--- src/rtl/irq_nested_ctrl_if.sv ---
// Bus between the nested interrupt controller and its environment:
// raw lines, per-line configuration, the core req/ack/eoi handshake and status.
interface irq_nested_ctrl_if #(
    parameter int N = 8
);
    localparam int IDW = $clog2(N);

    logic [N-1:0]   irq;
    logic [N-1:0]   edge_sel;
    logic [N-1:0]   mask;
    logic           irq_req;
    logic [IDW-1:0] irq_vec;
    logic           irq_ack;
    logic           eoi;
    logic [N-1:0]   pending;
    logic [N-1:0]   in_service;

    // Environment side: peripherals plus CPU core
    modport master (
        output irq, edge_sel, mask, irq_ack, eoi,
        input  irq_req, irq_vec, pending, in_service
    );

    // Controller side
    modport slave (
        input  irq, edge_sel, mask, irq_ack, eoi,
        output irq_req, irq_vec, pending, in_service
    );
endinterface

--- src/rtl/irq_nested_ctrl.sv ---
// Vectored interrupt controller with edge/level latching, masking, fixed
// priority (highest index wins) and in-service tracking for nesting.
module irq_nested_ctrl #(
    parameter int N = 8
) (
    input  logic             clk,
    input  logic             rst,
    irq_nested_ctrl_if.slave bus
);
    localparam int IDW = $clog2(N);

    localparam logic [0:0] IDLE = 1'b0;
    localparam logic [0:0] REQ  = 1'b1;

    logic [0:0]     state;
    logic [N-1:0]   irq_q;
    logic [N-1:0]   pending_r;
    logic [N-1:0]   in_service_r;
    logic           irq_req_r;
    logic [IDW-1:0] irq_vec_r;

    logic [N-1:0]   above;
    logic [N-1:0]   eligible;
    logic [N-1:0]   eoi_clr;
    logic [N-1:0]   ack_set;
    logic [IDW-1:0] best;
    logic           any_elig;
    logic           vec_elig;
    logic           ack_ok;
    logic           seen;

    assign bus.irq_req    = irq_req_r;
    assign bus.irq_vec    = irq_vec_r;
    assign bus.pending    = pending_r;
    assign bus.in_service = in_service_r;

    // Priority ceiling, eligibility, best candidate, eoi target and ack target
    always_comb begin
        seen    = 1'b0;
        above   = '0;
        eoi_clr = '0;
        ack_set = '0;
        best    = '0;
        // above[i] is set when no in-service bit sits at index i or higher
        for (int unsigned j = 0; j < N; j++) begin
            seen          = seen | in_service_r[N-1-j];
            above[N-1-j]  = ~seen;
        end
        eligible = pending_r & ~bus.mask & ~in_service_r & above;
        ack_ok   = (state == REQ) && bus.irq_ack;
        for (int unsigned i = 0; i < N; i++) begin
            if (eligible[i]) begin
                best = IDW'(i);
            end
            if (in_service_r[i]) begin
                eoi_clr    = '0;
                eoi_clr[i] = bus.eoi;
            end
            ack_set[i] = ack_ok && (irq_vec_r == IDW'(i));
        end
        any_elig = |eligible;
        vec_elig = eligible[irq_vec_r];
    end

    // Line sampling, pending latch and in-service bookkeeping
    always_ff @(posedge clk) begin
        if (rst) begin
            irq_q        <= '0;
            pending_r    <= '0;
            in_service_r <= '0;
        end else begin
            irq_q        <= bus.irq;
            pending_r    <= (bus.edge_sel & ((bus.irq & ~irq_q) | (pending_r & ~ack_set)))
                          | (~bus.edge_sel & bus.irq);
            in_service_r <= (in_service_r & ~eoi_clr) | ack_set;
        end
    end

    // Request handshake FSM: latch the best vector, hold it until ack or withdraw
    always_ff @(posedge clk) begin
        if (rst) begin
            state     <= IDLE;
            irq_req_r <= 1'b0;
            irq_vec_r <= '0;
        end else begin
            case (state)
                IDLE: begin
                    if (any_elig) begin
                        state     <= REQ;
                        irq_req_r <= 1'b1;
                        irq_vec_r <= best;
                    end
                end
                REQ: begin
                    if (ack_ok || !vec_elig) begin
                        state     <= IDLE;
                        irq_req_r <= 1'b0;
                    end
                end
                default: begin
                    state     <= IDLE;
                    irq_req_r <= 1'b0;
                end
            endcase
        end
    end
endmodule
--- src/flat_wrapper.sv ---
// flat-port wrapper written by rule: the top's interface ports become plain ports
module irq_nested_ctrl_flat 
#(
    parameter int N = 8
)
  (clk, rst, bus_irq, bus_edge_sel, bus_mask, bus_irq_ack, bus_eoi, bus_irq_req, bus_irq_vec, bus_pending, bus_in_service);
  irq_nested_ctrl_if #(.N(N)) bus_i ();
  input  logic clk;
  input  logic rst;
  input wire logic [$bits(bus_i.irq)-1:0] bus_irq;
  input wire logic [$bits(bus_i.edge_sel)-1:0] bus_edge_sel;
  input wire logic [$bits(bus_i.mask)-1:0] bus_mask;
  input wire logic [$bits(bus_i.irq_ack)-1:0] bus_irq_ack;
  input wire logic [$bits(bus_i.eoi)-1:0] bus_eoi;
  output wire logic [$bits(bus_i.irq_req)-1:0] bus_irq_req;
  output wire logic [$bits(bus_i.irq_vec)-1:0] bus_irq_vec;
  output wire logic [$bits(bus_i.pending)-1:0] bus_pending;
  output wire logic [$bits(bus_i.in_service)-1:0] bus_in_service;
  assign bus_i.irq = bus_irq;
  assign bus_i.edge_sel = bus_edge_sel;
  assign bus_i.mask = bus_mask;
  assign bus_i.irq_ack = bus_irq_ack;
  assign bus_i.eoi = bus_eoi;
  assign bus_irq_req = bus_i.irq_req;
  assign bus_irq_vec = bus_i.irq_vec;
  assign bus_pending = bus_i.pending;
  assign bus_in_service = bus_i.in_service;
  irq_nested_ctrl #(.N(N)) u_core (.clk(clk), .rst(rst), .bus(bus_i));
endmodule
--- config.mk ---
export PLATFORM = sky130hd
export DESIGN_NAME = irq_nested_ctrl_flat
export DESIGN_NICKNAME = d
export VERILOG_FILES = /design/src/rtl/irq_nested_ctrl_if.sv /design/src/rtl/irq_nested_ctrl.sv /design/src/flat_wrapper.sv
export SDC_FILE = /design/constraint.sdc
export NUM_CORES = 1
export LEC_CHECK = 0
export BUFFER_PORTS_ARGS = -buffer_cell sky130_fd_sc_hd__buf_4
export CAP_MARGIN = 20
export CORE_ASPECT_RATIO = 0.8
export CORE_MARGIN = 3
export CORE_UTILIZATION = 52
export DETAILED_ROUTE_END_ITERATION = 8
export GPL_ROUTABILITY_DRIVEN = 1
export PLACE_DENSITY = 0.89
export SYNTH_ARGS = -nofsm -noshare
export SYNTH_HDL_FRONTEND = slang
export SYNTH_SLANG_ARGS = --single-unit
--- constraint.sdc ---
create_clock -name clk -period 4.6 [get_ports clk]
set_clock_uncertainty 0.2 [all_clocks]
set_input_delay 0.23 -clock clk [delete_from_list [all_inputs] [get_ports clk]]
set_output_delay 0.23 -clock clk [all_outputs]
set_load 0.01 [all_outputs]
==> results.sh <==
export IMPL_insertion_delay_ps=330
export IMPL_rsz0062_at_grt="false"
export IMPL_num_rows=15
export IMPL_synth_compound_area_share_pct=22.0
export IMPL_fillers=143
export IMPL_grt_usage_pct=28.7
export IMPL_fin_cells=259
export IMPL_synth_area_leaders="dfxtp_1, nand2_1, nor2b_1, a21oi_1, nor2_1"
export IMPL_finalSetupTns_ps=0
export IMPL_yosys_area_share_simple_pct=30.0
export IMPL_p_clk_share_pct=31.7
export IMPL_setup_worst_path_start_class="register"
export IMPL_required_ps=4630
export IMPL_die_w_um=62.9
export IMPL_root_buffer="clkbuf_4"
export IMPL_cp_end_kind="register"
export IMPL_grt_pass1_wl_um=7020
export IMPL_synth_fp_nets=187
export IMPL_cts_buffers_inserted=5
export IMPL_dr_pass1_iters=6
export IMPL_status="complete, but fails checks"
export IMPL_p_leak_uw=0.000869
export IMPL_violations="DRC"
export IMPL_grt_max_degree=27
export IMPL_syn_to_final_growth_pct=45.6
export IMPL_comb_power_share_pct=20.8
export IMPL_clock_sinks=29
export IMPL_gp_congestion=0.861
export IMPL_dp_slack_ps=2490
export IMPL_drv_cap=0
export IMPL_ys_ff_latch=29
export IMPL_hold_violations=0
export IMPL_synth_xor_area_share_pct=0
export IMPL_synthMuxAreaShare_pct=2.60
export IMPL_synthAdderAreaFrac_pct=0
export IMPL_setup_viol=0
export IMPL_slowest_delay_ps=510
export IMPL_die_area_mm2=0.00324
export IMPL_whs_ps=45.5
export IMPL_yosys_area_top_type="dfxtp_1"
export IMPL_num_vias=1510
export IMPL_crit_type="reg -> reg"
export IMPL_clk_pin_slew_ps=80
export IMPL_worstPathMaxFanout=8
export IMPL_netlist_area_mm2=0.00135
export IMPL_crit_arrival_ps=2180
export IMPL_path_delay_family="compound AO/OA/AOI/OAI gates"
export IMPL_swShare_pct=27.5
export IMPL_cts_buffer_depth=2
export IMPL_synth_top_cell_area_share_pct=43.2
export IMPL_dr_first_iter_drc_count=92
export IMPL_wl_um=4310
export IMPL_setup_slack_ps=2450
export IMPL_cp_slowest_cell="or3b_2"
export IMPL_viasPerCell=5.83
export IMPL_syn_inst=159
export IMPL_drcViolationCount=2
export IMPL_synth_edf_count=0
export IMPL_final_cell_mix="buf_4, dfxtp_1, nand2_1, dlygate4sd3_1"
export IMPL_n_antenna_cell=0
export IMPL_routedWlPerCell_um=16.6
export IMPL_ys_flop_type="dfxtp_1"
export IMPL_period_share_pct=46.8
export IMPL_die_y_um=51.5
export IMPL_portBuffers=47
export IMPL_dp_cells=236
export IMPL_worst_slew_pin_slew_ps=718
export IMPL_hold_path_class="in -> reg"
export IMPL_num_io_pins=48
export IMPL_syn_avg_cell_area_um2=8.46
export IMPL_design_core_area_mm2=0.00231
export IMPL_p_seq_share_pct=47.5
export IMPL_p_int_uw=453
export IMPL_drive_gt1_share_pct=26.2
export IMPL_cts_tree="built"
export IMPL_grt_overflow_total=0
export IMPL_netSwitchingPower_uw=172
export IMPL_nNetsFinal=253
export IMPL_antenna_left=0
export IMPL_ir_drop_mv=0.246
export IMPL_final_cell_area_mm2=0.00196
export IMPL_synthDistinctLibCells=34
export IMPL_dp_hpwl_um=2850
export IMPL_powerDensity_mw_per_mm2=319
export IMPL_htreeDepth=2
export IMPL_max_freq_ghz=0.465
export IMPL_start_util_pct=58.3
export IMPL_cp_cell_sequence="or3b_2, a211oi_2, a31oi_1, a21o_1, mux2_4"
export IMPL_slew_viol_final=0
export IMPL_synth_top_family_by_area="simple AND/OR/NAND/NOR gates"
export IMPL_worstPathBufferInverterCount=0
export IMPL_grt_antenna_before_repair=0
export IMPL_period_needed_ps=2150
export IMPL_grt_pass1_vias=1466
export IMPL_async_flop_share_pct=0
export IMPL_ys_seq_area_share_pct=43.2
export IMPL_placed_area_mm2=0.00173
export IMPL_final_common_cell="buf_4"
export IMPL_synth_warnings=0
export IMPL_maxSlewHeadroom_pct=51.5
-- per-stage QoR --
| step | total power, uW | utilization [%] |
|---|---|---|
| after global routing | 654 | 84.8 |
| after floorplan | 359 | - |
| final | 625 | 84.8 |
| after global placement | 411 | 74.7 |
| after detailed placement | 417 | 74.7 |
| after CTS | 622 | 84.8 |
-- kinds of logic (layout without fill, tap and decap cells) --
kind of cell	Yosys count	in the layout
AO/OA/AOI/OAI	43	43
buffers and inverters	8	74
flip-flops	29	29
multiplexers	3	3
AND/OR/NAND/NOR	76	76
-- power by group through the flow --
stage                     combinational [uW]  clock [uW]  sequential (uW)
after detailed placement                 116           0              301
after CTS                                128         200              295
final                                    130         198              297
after global routing                     141         213              300
after floorplan                         64.0           0              295
after global placement                   112           0              299
-- area by class of cell --
class	instances	area [um2]	area share (%)
Clock inverter	2	35.0	1.79
Sequential cell	29	581	29.6
Inverter	4	15.0	0.767
Multi-Input combinational cell	122	734	37.5
Timing Repair Buffer	63	513	26.2
Tap cell	34	42.5	2.17
Clock buffer	5	37.5	1.92
-- cell usage after synthesis (3+ instances only) --
| library cell | instances |
|---|---|
| a21boi_0 | 4 |
| o21ai_0 | 5 |
| inv_1 | 4 |
| nor4b_1 | 3 |
| nand3_1 | 4 |
| a41o_1 | 4 |
| nand2_1 | 22 |
| or3_1 | 3 |
| nor2_1 | 13 |
| clkbuf_1 | 3 |
| nor2b_1 | 13 |
| a31oi_1 | 3 |
| o31ai_1 | 6 |
| nand2b_1 | 6 |
| dfxtp_1 | 29 |
| a21oi_1 | 12 |
-- tightest hold or removal path: stages --
cell and delay [ps]:
buf_4 130, inv_1 50, a21oi_1 60, nor2_1 80
-- what timing repair did --
item / 4_1_cts / 5_1_grt
gates resized for setup: 0 / 0
hold buffers: 16 / 0
setup buffers: 0 / 0
hold endpoints to repair: 16 / 0
endpoints found under the setup margin: 0 / 0
-- worst paths after layout --
| check | slack, ps | startpoint | cells after the start | endpoint |
|---|---|---|---|---|
| max reg2reg | 2450 | u_core.bus.in_service[2] | 5 | u_core.bus.irq_vec[1] |
| min reg2reg | 260 | u_core.bus.irq_req | 2 | u_core.bus.irq_req |
| min | 50 | bus_eoi | 4 | u_core.bus.in_service[7] |
| max | 2450 | u_core.bus.in_service[2] | 5 | u_core.bus.irq_vec[1] |
-- flip-flops by register name, indices dropped and copies added, names as in the netlist --
register,count
u_core.bus.in_service,8
u_core.bus.pending,8
u_core.bus.irq_req,1
u_core.state,1
u_core.bus.irq_vec,3
u_core.irq_q,8
-- per-layer routing --
layer | routed length [um] | global-route usage [%] | vias to the layer above
met3 | 360 | 7.99 | 22
met2 | 2130 | 50.3 | 79
met5 | 0 | 0 | -
met1 | 1640 | 32.2 | 696
met4 | 180 | 15.4 | 0
li1 | - | - | 713
Power figures use the tool's default switching activity.
